$ cat config.mk
export PLATFORM = sky130hd
export DESIGN_NAME = main_bus_unit
export DESIGN_NICKNAME = d
export VERILOG_FILES = /design/src/rtl/main_bus_unit.sv
export SDC_FILE = /design/constraint.sdc
export NUM_CORES = 1
export LEC_CHECK = 0
export ABC_CLOCK_PERIOD_IN_PS = 4450
export BUFFER_PORTS_ARGS = -buffer_cell sky130_fd_sc_hd__buf_2
export CAP_MARGIN = 0
export CORE_MARGIN = 1.5
export CORE_UTILIZATION = 57
export DETAILED_ROUTE_END_ITERATION = 7
export HOLD_SLACK_MARGIN = 0.12
export MAX_ROUTING_LAYER = met4
export PLACE_DENSITY = 0.87
export SLEW_MARGIN = 20
export SYNTH_ARGS = -nofsm -noshare
export SYNTH_HDL_FRONTEND = slang
export SYNTH_SLANG_ARGS = --single-unit
$ cat constraint.sdc
create_clock -name ClockIn -period 4.45 [get_ports ClockIn]
set_input_delay 0.6675 -clock ClockIn [delete_from_list [all_inputs] [get_ports ClockIn]]
set_output_delay 0.6675 -clock ClockIn [all_outputs]
set_load 0.05 [all_outputs]
$ cat src/rtl/main_bus_unit.sv
// main_bus_unit
// Execution-side consumer of the Stage 2 control word. The unit holds
// general registers A-D, the PC/RA pair (one of them is the active program
// counter, chosen by the flip state), and the stack pointer. It drives the
// main bus, runs the memory request/acknowledge handshake for bus words,
// stalls the pipeline while memory is busy, and keeps the halt state.
//
// Ports
//   ClockIn    : system clock, rising edge
//   ResetIn    : asynchronous active-high reset
//   CtrlIn     : control word [3:0] MainAssert, [7:4] MainLoad, [9:8] Inc,
//                [12:10] Addr, [13] BusRequest, [14] PCRA_Flip, [15] Break
//   ConstIn    : immediate byte
//   AluIn      : ALU result byte
//   MemDataIn  : memory read data, valid with MemAck
//   MemAck     : memory completion strobe
//   ResumeIn   : clears the halt state
//   MemReq     : registered memory request
//   MemWrite   : registered write flag (1 = write)
//   MemAddr    : registered memory address
//   MemDataOut : registered write data
//   MainBus    : combinational main bus value
//   Stall      : upstream must hold CtrlIn, ConstIn and AluIn
//   PcraFlip   : flip state (selects RA as the active PC when 1)
//   Halted     : halt state
//   PcOut      : active program counter
//   SpOut      : stack pointer
module main_bus_unit #(
  parameter int ADDR_W = 16,
  parameter int DATA_W = 8
) (
  input  logic              ClockIn,
  input  logic              ResetIn,
  input  logic [15:0]       CtrlIn,
  input  logic [DATA_W-1:0] ConstIn,
  input  logic [DATA_W-1:0] AluIn,
  input  logic [DATA_W-1:0] MemDataIn,
  input  logic              MemAck,
  input  logic              ResumeIn,
  output logic              MemReq,
  output logic              MemWrite,
  output logic [ADDR_W-1:0] MemAddr,
  output logic [DATA_W-1:0] MemDataOut,
  output logic [DATA_W-1:0] MainBus,
  output logic              Stall,
  output logic              PcraFlip,
  output logic              Halted,
  output logic [ADDR_W-1:0] PcOut,
  output logic [ADDR_W-1:0] SpOut
);

  typedef enum logic [1:0] {
    IDLE = 2'd0,
    REQ  = 2'd1,
    DONE = 2'd2
  } state_t;

  state_t state;
  state_t state_next;

  logic [3:0] main_assert;
  logic [3:0] main_load;
  logic [1:0] inc_sel;
  logic [2:0] addr_sel;
  logic       bus_request;
  logic       flip_req;
  logic       break_req;

  logic [DATA_W-1:0] reg_a;
  logic [DATA_W-1:0] reg_b;
  logic [DATA_W-1:0] reg_c;
  logic [DATA_W-1:0] reg_d;
  logic [ADDR_W-1:0] pc;
  logic [ADDR_W-1:0] ra;
  logic [ADDR_W-1:0] sp;
  logic [DATA_W-1:0] read_latch;

  logic [ADDR_W-1:0] active_pc;
  logic [ADDR_W-1:0] inactive_pc;
  logic [ADDR_W-1:0] pc_upd;
  logic [ADDR_W-1:0] addr_value;
  logic              commit;

  assign main_assert = CtrlIn[3:0];
  assign main_load   = CtrlIn[7:4];
  assign inc_sel     = CtrlIn[9:8];
  assign addr_sel    = CtrlIn[12:10];
  assign bus_request = CtrlIn[13];
  assign flip_req    = CtrlIn[14];
  assign break_req   = CtrlIn[15];

  assign active_pc   = PcraFlip ? ra : pc;
  assign inactive_pc = PcraFlip ? pc : ra;
  assign PcOut       = active_pc;
  assign SpOut       = sp;

  // A word commits either immediately (plain word in IDLE) or at the end of
  // its memory transfer (DONE). Nothing commits while halted.
  assign commit = !Halted &&
                  (((state == IDLE) && !bus_request) || (state == DONE));

  // Stall covers a bus word waiting to launch, the whole REQ wait, and the
  // halt state; DONE releases the pipeline because the word commits there.
  assign Stall = Halted || (state == REQ) || ((state == IDLE) && bus_request);

  // Main bus source; the read latch is only exposed in DONE so a stale read
  // value can never leak into a later word.
  always_comb begin
    MainBus = '0;
    case (main_assert)
      4'd1:    MainBus = reg_a;
      4'd2:    MainBus = reg_b;
      4'd3:    MainBus = reg_c;
      4'd4:    MainBus = reg_d;
      4'd5:    MainBus = ConstIn;
      4'd6:    MainBus = (state == DONE) ? read_latch : '0;
      4'd7:    MainBus = AluIn;
      default: MainBus = '0;
    endcase
  end

  // Address source, always from pre-commit state.
  always_comb begin
    addr_value = '0;
    case (addr_sel)
      3'd0:    addr_value = active_pc;
      3'd1:    addr_value = inactive_pc;
      3'd2:    addr_value = sp;
      3'd3:    addr_value = {reg_a, reg_b};
      3'd4:    addr_value = {reg_c, reg_d};
      default: addr_value = '0;
    endcase
  end

  // Active PC update: increment first, then a byte load overrides its half
  // so the other half keeps the incremented value.
  always_comb begin
    pc_upd = active_pc;
    if (inc_sel == 2'd1) pc_upd = active_pc + ADDR_W'(1);
    if (main_load == 4'd6) pc_upd[DATA_W-1:0] = MainBus;
    if (main_load == 4'd7) pc_upd[ADDR_W-1:DATA_W] = MainBus;
  end

  // Bus FSM next state. A bus word only launches when not halted; MemAck is
  // only honoured in REQ.
  always_comb begin
    state_next = state;
    case (state)
      IDLE:    if (bus_request && !Halted) state_next = REQ;
      REQ:     if (MemAck) state_next = DONE;
      DONE:    state_next = IDLE;
      default: state_next = IDLE;
    endcase
  end

  // State register and memory interface registers. Reset drops MemReq
  // asynchronously, abandoning any transfer in flight.
  always_ff @(posedge ClockIn or posedge ResetIn) begin
    if (ResetIn) begin
      state      <= IDLE;
      MemReq     <= 1'b0;
      MemWrite   <= 1'b0;
      MemAddr    <= '0;
      MemDataOut <= '0;
      read_latch <= '0;
    end else begin
      state <= state_next;
      case (state)
        IDLE: begin
          if (bus_request && !Halted) begin
            MemReq     <= 1'b1;
            MemAddr    <= addr_value;
            MemWrite   <= (main_load == 4'd5);
            MemDataOut <= MainBus;
          end
        end
        REQ: begin
          if (MemAck) begin
            read_latch <= MemDataIn;
            MemReq     <= 1'b0;
          end
        end
        default: ;
      endcase
    end
  end

  // Architectural state: every load, increment, flip and break lands on the
  // single commit edge. Resume only acts while halted.
  always_ff @(posedge ClockIn or posedge ResetIn) begin
    if (ResetIn) begin
      reg_a    <= '0;
      reg_b    <= '0;
      reg_c    <= '0;
      reg_d    <= '0;
      pc       <= '0;
      ra       <= '0;
      sp       <= '1;
      PcraFlip <= 1'b0;
      Halted   <= 1'b0;
    end else begin
      if (Halted) begin
        if (ResumeIn) Halted <= 1'b0;
      end else if (commit) begin
        case (main_load)
          4'd1:    reg_a <= MainBus;
          4'd2:    reg_b <= MainBus;
          4'd3:    reg_c <= MainBus;
          4'd4:    reg_d <= MainBus;
          default: ;
        endcase
        if (PcraFlip) ra <= pc_upd;
        else          pc <= pc_upd;
        if (inc_sel == 2'd2) sp <= sp + ADDR_W'(1);
        if (inc_sel == 2'd3) sp <= sp - ADDR_W'(1);
        if (flip_req)  PcraFlip <= ~PcraFlip;
        if (break_req) Halted   <= 1'b1;
      end
    end
  end

endmodule

==> metrics.cfg, run 1 <==
[routing]
avgRoutedWirePerCell_um = 21.3
ant_nets = 0
wirelength_um = 21900
drc = 0
dr.pass1.iters = 5
vias_per_cell = 6.66
drt-initial-drc-count = 1070
dr_total_vias = 6822

[timing]
relSlewSlack_pct = 37.8
skew_ns = 0.0178
grt_setup_unrepaired = false
period_needed_ns = 3.43
setup_viol = 0
fin_tns_setup_ns = 0
tightestPinTransition_ns = 0.931
hold_slack_ns = 0.320
fmax_mhz = 291
finalMaxSlewViolations = 0
timing.final.crit_share_pct = 77.1
hold_violations = 0

[global_route]
grt_pass1_vias = 6393
met1_usage_pct = 46.8
grt_use_met2_pct = 52.9
grt_max_degree = 50
antenna_found_initial = 0
grtUsageTotal_pct = 36.0
busiest_layer = met2
grt_overflow_total = 0
grt_use_met3_pct = 8.73
grt_pass1_wl_um = 34600

[clock_network]
insertion_delay_ns = 0.43
ctsResizeCount = 0
clkTransAtPathRegs_ns = 0.06
htreeDepth = 4
cts_tree = yes
clock_sink_count = 118
clockBufferDepth = 2
numCtsBuffers = 17
cts_root_buf = clkbuf_16
cts_setup_buffers = 0
holdBufCountCts = 0

[layout]
drive_gt1_share_pct = 27.1
final_common_cell = nand2_1
post-route-util_pct = 68.9
diodes = 0
layout_common_cells = 123 x nand2_1, 112 x buf_2, 102 x dfrtp_1
syn_to_final_growth_pct = 17.6
nets = 890

[setup_path]
cp_max_fo = 31
cp.arrival_ns = 2.77
crit_type = in2out
critical_path.startpoint_type = input port
r2r-start = PcraFlip$_DFFE_PP0P_
crit_path_end_kind = output port
crit_required_ns = 3.78
crit_start = CtrlIn[2]

[logic_synthesis]
syn-num-nets = 804
ys_warn_count = 0
yosys-mux-area-fraction_pct = 10.6
synth-edff-count = 0
syn_area_um2 = 7070
syn_avg_cell_area_um2 = 9.32
yosysTopAreaCellShare_pct = 36.1
ys_types = 77
synthXorXnorAreaFrac_pct = 2.87
synthAdderAreaFrac_pct = 0.354
synth_cells = 758
ys_ff_latch = 118
yosysTopAreaCell = dfrtp_1
async_flop_share_pct = 100
yosysSeqAreaShare_pct = 42.1
synthSimpleGateAreaFrac_pct = 21.1
synth_compound_area_share_pct = 18.6
synthFlopType = dfrtp_1
synth_top_family_by_area = simple AND/OR/NAND/NOR gates
synthTopCellsByArea = dfrtp_1 36%, mux2i_1 6.7%, nand2_1 6.5%, dfstp_2 5.9%, mux2_2 3.8%

[power_and_ir_drop]
p_leak_uw = 0.00377
power.density_nw_per_um2 = 668
vdd_drop_max_uv = 470

[die]
chipWidth_um = 114
die_h_um = 114
io-pin-count = 113
initial_core_util_pct = 58.6
core_area_um2 = 12100
dieArea_um2 = 13100
std_cell_rows = 40

[worst_hold_path]
hp-class = in2async

[flow_run]
maxCapViolCount = 0

[placement]
portBuffers = 112
dp_hpwl_um = 15100
place.gp.congestion = 0.941

[status]
status = completed

sequential cells by signal (all words and copies together) (netlist names), 16 cells and up:
register  cells
MemAddr      16
ra           16
pc           16
SpOut        16
power breakdown:
part	switching [uW]	internal [uW]	total, uW
Sequential	455	1420	1880
Clock	517	955	1470
Combinational	1540	657	2200
Total	2520	3030	5550
Yosys cell counts (all sizes together), types with 12 or more instances:
cell type,number
inv,17
xnor2,12
dfstp,16
clkbuf,30
nand2,123
nand3,26
a21oi,29
o221ai,18
mux2,25
buf,25
nand3b,21
a22o,15
o21ai,59
mux2i,47
nor2,33
nor3,12
dfrtp,102
area by class of cell:
type | count | area, um^2
multi-input cells | 567 | 3780
fillers | 898 | 3750
flip-flops and latches | 118 | 2970
repair buffers | 122 | 636
clock buffers | 18 | 439
well taps | 168 | 210
clock inverters | 14 | 200
inverters | 18 | 70.1
metrics by stage:
step           worst slack [ns]  total power (uW)  std cells  area, um^2
6_report                   1.02              5550       1025        8310
5_1_grt                   0.951              5780       1025        8310
4_1_cts                    1.07              5510       1025        8310
3_5_place_dp               1.08              4020        993        7670
3_3_place_gp               1.15              3970        993        7670
2_1_floorplan             0.680              3460        758        7070
logic make-up (layout without fill, tap and decap cells):
group / count (synthesis) / after routing
muxes: 72 / 72
and+or+nand+nor: 287 / 287
buffers and inverters: 73 / 172
xor gates and xnor gates: 21 / 21
adders and majority gates: 2 / 2
AOI/OAI and AO/OA: 185 / 185
DFF: 118 / 118
worst max-delay path, cell delays in order:
cell	delay [ns]
buf_2	0.45
nand4bb_1	0.23
nor3b_4	0.57
a221o_1	0.36
nor2_2	0.13
inv_1	0.08
buf_2	0.25
routing by layer:
metal,vias up,routed length (um)
met2,529,9940
met3,117,2470
met4,0,1110
li1,2948,-
met5,-,0
met1,3228,8360
worst paths after layout:
check                                                 end  slack [ns]  cells after the start
worst max-delay path                           MainBus[5]        1.02                      7
worst min-delay path              MemAddr[12]$_DFFE_PP0P_        0.32                      2
worst max register to register         ra[12]$_DFFE_PP0P_        1.27                      8
worst min register to register  MemDataOut[3]$_DFFE_PP0P_        0.49                      2
max in group asynchronous              ra[11]$_DFFE_PP0P_        3.22                      3
min in group ClockIn                     Halted$_DFF_PP0_        0.41                      2
Note: power is estimated with default switching activity, not from simulation.
==> inputs of run 2 (changes only) <==
--- a/config.mk
+++ b/config.mk
@@ -5,15 +5,15 @@
 export SDC_FILE = /design/constraint.sdc
 export NUM_CORES = 1
 export LEC_CHECK = 0
-export ABC_CLOCK_PERIOD_IN_PS = 4450
+export ABC_CLOCK_PERIOD_IN_PS = 2900
 export BUFFER_PORTS_ARGS = -buffer_cell sky130_fd_sc_hd__buf_2
 export CAP_MARGIN = 0
 export CORE_MARGIN = 1.5
-export CORE_UTILIZATION = 57
+export CORE_UTILIZATION = 52
 export DETAILED_ROUTE_END_ITERATION = 7
 export HOLD_SLACK_MARGIN = 0.12
 export MAX_ROUTING_LAYER = met4
-export PLACE_DENSITY = 0.87
+export PLACE_DENSITY = 0.84
 export SLEW_MARGIN = 20
 export SYNTH_ARGS = -nofsm -noshare
 export SYNTH_HDL_FRONTEND = slang
==> constraint.sdc (replaced) <==
create_clock -name ClockIn -period 2.9 [get_ports ClockIn]
set_input_delay 0.435 -clock ClockIn [delete_from_list [all_inputs] [get_ports ClockIn]]
set_output_delay 0.435 -clock ClockIn [all_outputs]
set_load 0.05 [all_outputs]
==> run 2 against run 1 <==
  * Global-route usage is 3.4 points lower
  * Clock skew is 0.0056 ns lower
  * Routed wire length is 1.4% higher
  * Critical path depth is 2 lower
  * Highest routed layer unchanged
==> metrics.cfg, run 2 (same netlist as run 1, synthesis figures left out) <==
[status]
status = completed

[timing]
skew_ns = 0.0122
tightestPinTransition_ns = 0.741
fin_tns_setup_ns = 0
hold_violations = 0
relSlewSlack_pct = 50.3
fmax_mhz = 361
timing.final.crit_share_pct = 95.4
finalMaxSlewViolations = 0
grt_setup_unrepaired = false
setup_viol = 0
period_needed_ns = 2.77

[layout]
diodes = 0
post-route-util_pct = 64.1
final_common_cell = nand2_1
fill_cells = 1092
syn_to_final_growth_pct = 20.1
nets = 914
layout_common_cells = 123 x nand2_1, 112 x buf_2, 101 x dfrtp_1
drive_gt1_share_pct = 29.0

[power_and_ir_drop]
power.density_nw_per_um2 = 1010
vdd_drop_max_uv = 602
power_uw = 8530
p_leak_uw = 0.00387

[clock_network]
clkTransAtPathRegs_ns = 0.06
htreeDepth = 4
cts_setup_buffers = 0
insertion_delay_ns = 0.43
cts_root_buf = clkbuf_16
clock_sink_count = 118
numCtsBuffers = 17
cts_tree = yes
clockBufferDepth = 2

[setup_path]
path_buf_inv = 2
max_stage_delay_ns = 0.67
crit_slowest_cell = dfrtp_1
crit_path_end_kind = output port
cp.arrival_ns = 2.33
crit_type = reg2out
critical_path.startpoint_type = register
regToRegSetupSlack_ns = 0.48
cp.depth = 5
cp_cell_sequence = nor3b_4, a221o_1, nor2_2, inv_1, buf_2
crit_required_ns = 2.47
critPathTopFamily = flip-flops
worst_r2r_path_depth = 8
cp_max_fo = 8

[routing]
dr_total_vias = 6736
avgRoutedWirePerCell_um = 21.0
ant_nets = 0
dr.pass1.iters = 5
vias_per_cell = 6.38
drc = 0
wirelength_um = 22200
drt-initial-drc-count = 935

[global_route]
grtUsageTotal_pct = 32.6
grt_max_degree = 86
grt_use_met2_pct = 49.3
antenna_found_initial = 0
grt_pass1_vias = 6313
met1_usage_pct = 42.8
grt_use_met3_pct = 5.89
grt_pass1_wl_um = 34700
grt_overflow_total = 0
busiest_layer = met2

[worst_hold_path]
whs_path_depth = 2
hp-class = in2reg

[die]
chipWidth_um = 120
std_cell_rows = 42
dieArea_um2 = 14300
io-pin-count = 113
die_h_um = 120
core_area_um2 = 13200
initial_core_util_pct = 53.4

[placement]
place.gp.congestion = 0.989
dp_hpwl_um = 16400
portBuffers = 112

[flow_run]
maxCapViolCount = 0

run 2: cell types whose count changed in the layout (fill, tap and decap cells not counted), sizes merged:
cell / before / now
clkinv: 7 / 6
bufinv: 4 / 3
dlygate4sd3: 0 / 1
buf: 122 / 145
clkinvlp: 3 / 4
run 2: per-stage QoR:
| stage | worst slack (ns) | hold slack [ns] | cell area [um^2] | cells |
|---|---|---|---|---|
| after floorplan | 0.0980 | 0.446 | 7070 | 758 |
| after global placement | 0.399 | 0.461 | 7870 | 1024 |
| after detailed placement | 0.381 | 0.464 | 7870 | 1024 |
| after CTS | 0.175 | 0.198 | 8490 | 1056 |
| after global routing | 0.143 | 0.209 | 8490 | 1056 |
| final | 0.133 | 0.201 | 8490 | 1056 |
run 2: layout make-up:
| type | count | area (um^2) | area share [%] |
|---|---|---|---|
| Clock buffer | 18 | 439 | 5.17 |
| Multi-Input combinational cell | 567 | 3780 | 44.5 |
| Clock inverter | 13 | 174 | 2.05 |
| Sequential cell | 118 | 2970 | 35.0 |
| Tap cell | 176 | 220 | 2.59 |
| Timing Repair Buffer | 146 | 831 | 9.78 |
| Inverter | 18 | 71.3 | 0.840 |
run 2: worst paths after layout:
check,start,end
max,state[0]$_DFFE_PP0P_,MainBus[5]
min,ResumeIn,Halted$_DFF_PP0_
min in group asynchronous,ResetIn,ra[12]$_DFFE_PP0P_
min reg2reg,MemReq$_DFFE_PP0P_,MemReq$_DFFE_PP0P_
max reg2reg,PcraFlip$_DFFE_PP0P_,ra[12]$_DFFE_PP0P_
max in group asynchronous,ResetIn,SpOut[1]$_DFFE_PP1P_
run 2: timing repair:
| item | CTS | global route |
|---|---|---|
| hold endpoints to repair | 16 | 0 |
| gates resized for setup | 0 | 0 |
| endpoints found under the setup margin | 0 | 0 |
| hold buffers | 1 | 0 |
run 2: per-layer routing:
layer / wire length [um] / part of all wire [%] / vias to the layer above
met5: 0 / 0 / -
met4: 994 / 4.5 / 0
met3: 2190 / 9.9 / 89
met2: 10000 / 45 / 429
met1: 9000 / 41 / 3218
li1: - / - / 3000
run 2: where the power goes:
group	internal (uW)	switching, uW	total [uW]	leakage (uW)
clock	1380	796	2170	0.000289
sequential	2180	710	2890	0.00153
combinational	1090	2380	3470	0.00205
run 2: worst reg2reg max path: stages, from the launching register on:
cell and delay (ns):
dfrtp_2 0.65, mux2i_1 0.18, inv_1 0.12, ha_1 0.16
nand3b_1 0.17, a211oi_2 0.30, and4_1 0.31, nor2_1 0.06
or3_1 0.36
==> inputs of run 3 (changes only) <==
--- a/config.mk
+++ b/config.mk
@@ -5,7 +5,7 @@
 export SDC_FILE = /design/constraint.sdc
 export NUM_CORES = 1
 export LEC_CHECK = 0
-export ABC_CLOCK_PERIOD_IN_PS = 2900
+export ABC_CLOCK_PERIOD_IN_PS = 2500
 export BUFFER_PORTS_ARGS = -buffer_cell sky130_fd_sc_hd__buf_2
 export CAP_MARGIN = 0
 export CORE_MARGIN = 1.5
==> constraint.sdc (replaced) <==
create_clock -name ClockIn -period 2.5 [get_ports ClockIn]
set_input_delay 0.375 -clock ClockIn [delete_from_list [all_inputs] [get_ports ClockIn]]
set_output_delay 0.375 -clock ClockIn [all_outputs]
set_load 0.05 [all_outputs]
==> run 3 against run 2 <==
  * Setup slack got worse by 0.069 ns
  * Die area did not move
  * Largest power group unchanged
  * Via count rose by 0.71%
  * First-iteration DRC count fell by 23%
  * Sequential power rose by 15%
  * Critical endpoint unchanged
  * Critical path type unchanged
  * Sequential share of layout area fell by 0.99 points
  * Clock skew fell by 0.0056 ns
  * Combinational power rose by 21%
==> metrics.cfg, run 3 (same netlist as run 1, synthesis figures left out) <==
[status]
status = completed

[layout]
multi_input_area_um2 = 3850
stdcell_count = 1076
syn_to_final_growth_pct = 23.7
drive_gt1_share_pct = 31.2
layout_common_cells = 123 x nand2_1, 110 x buf_2, 100 x dfrtp_1
seq_area_um2 = 2980
post-route-util_pct = 66.0
diodes = 0
fill_cells = 1104
final_common_cell = nand2_1
nets = 933

[clock_network]
numCtsBuffers = 17
cts_tree = yes
insertion_delay_ns = 0.42
clkTransAtPathRegs_ns = 0.06
clock_sink_count = 118
htreeDepth = 4
clockBufferDepth = 2
cts_root_buf = clkbuf_16

[setup_path]
crit_type = reg2out
cp_max_fo = 8
cp.arrival_ns = 2.06
crit_path_end_kind = output port
critical_path.startpoint_type = register
crit_required_ns = 2.12

[global_route]
grt_overflow_total = 0
grt_pass1_wl_um = 35400
grtUsageTotal_pct = 33.4
grt_max_degree = 33
grt_pass1_vias = 6557
antenna_found_initial = 0

[timing]
hold_slack_ns = 0.128
relSlewSlack_pct = 54.1
tightestPinTransition_ns = 0.687
setup_viol = 0
hold_violations = 0
fmax_mhz = 411
period_needed_ns = 2.44
skew_ns = 0.00669
timing.final.crit_share_pct = 97.4
finalMaxSlewViolations = 0
fin_tns_setup_ns = 0

[routing]
avgRoutedWirePerCell_um = 21.1
drc = 0
wirelength_um = 22700
drt-initial-drc-count = 721
vias_per_cell = 6.30
dr_total_vias = 6784
dr.pass1.iters = 7
ant_nets = 0

[placement]
place.gp.congestion = 1.00
portBuffers = 112
dp.cells = 1042
dp_hpwl_um = 16900

[power_and_ir_drop]
p_leak_uw = 0.00397
power.density_nw_per_um2 = 1140
vdd_drop_max_uv = 602

[flow_run]
maxCapViolCount = 0

[die]
initial_core_util_pct = 53.4
dieArea_um2 = 14300
chipWidth_um = 120
std_cell_rows = 42
io-pin-count = 113
die_h_um = 120
core_area_um2 = 13200

[worst_hold_path]
hp-class = in2reg

run 3: worst paths after layout:
check                                           from               endpoint  slack, ns  cells past startpoint
worst max register to register  PcraFlip$_DFFE_PP0P_      pc[6]$_DFFE_PP0P_       0.17                      9
min in group asynchronous                    ResetIn     pc[12]$_DFFE_PP0P_       0.61                      3
max in group asynchronous                    ResetIn  SpOut[13]$_DFFE_PP1P_       1.22                      4
worst min register to register    MemReq$_DFFE_PP0P_     MemReq$_DFFE_PP0P_       0.47                      2
worst max-delay path            reg_d[5]$_DFFE_PP0P_             MainBus[5]       0.06                      6
worst min-delay path                        ResumeIn       Halted$_DFF_PP0_       0.13                      2
run 3: metal layers:
| metal | up-vias | GRT usage (%) | share of wire (%) |
|---|---|---|---|
| li1 | 3036 | - | - |
| met5 | - | - | 0 |
| met1 | 3257 | 44.4 | 42 |
| met2 | 407 | 48.4 | 45 |
| met4 | 0 | 18.2 | 4.4 |
| met3 | 84 | 6.32 | 8.8 |
run 3: timing repair:
| action | in CTS | in global routing |
|---|---|---|
| pin swaps | 0 | 0 |
| buffers inserted | 0 | 1 |
| resized for setup | 5 | 3 |
| endpoints found under the setup margin | 3 | 3 |
| hold buffers | 1 | 0 |
| endpoints found under the hold margin | 20 | 0 |
run 3: layout make-up:
| class | instances | share of cell area, % |
|---|---|---|
| clock buffer | 20 | 5.11 |
| clock inverter | 12 | 1.49 |
| inverter | 18 | 0.844 |
| multi-input combinational | 567 | 44.1 |
| sequential | 118 | 34.0 |
| tap | 176 | 2.52 |
| timing repair buffer | 165 | 11.9 |
run 3: through the flow:
stage	power (uW)	setup slack (ns)	cell area, um^2
after floorplan	6260	-0.0272	7130
after detailed placement	7460	0.170	8110
after global placement	7370	0.168	8110
after global routing	10300	-0.00562	8740
final	9930	0.0644	8740
after CTS	9870	0.00754	8720
run 3: report_power, final:
part	total, uW	leakage (uW)	switching [uW]	internal, uW
logic	4200	0.00217	2830	1370
registers	3330	0.00153	798	2540
clock network	2390	0.000268	906	1490
total	9930	0.00397	4530	5400
run 3: worst max-delay path, stage by stage (launching register included):
cell and delay (ns):
dfrtp_1 0.40, or3b_2 0.47, a211oi_2 0.22, a221o_1 0.20, nor2_4 0.09, inv_1 0.07
buf_4 0.19
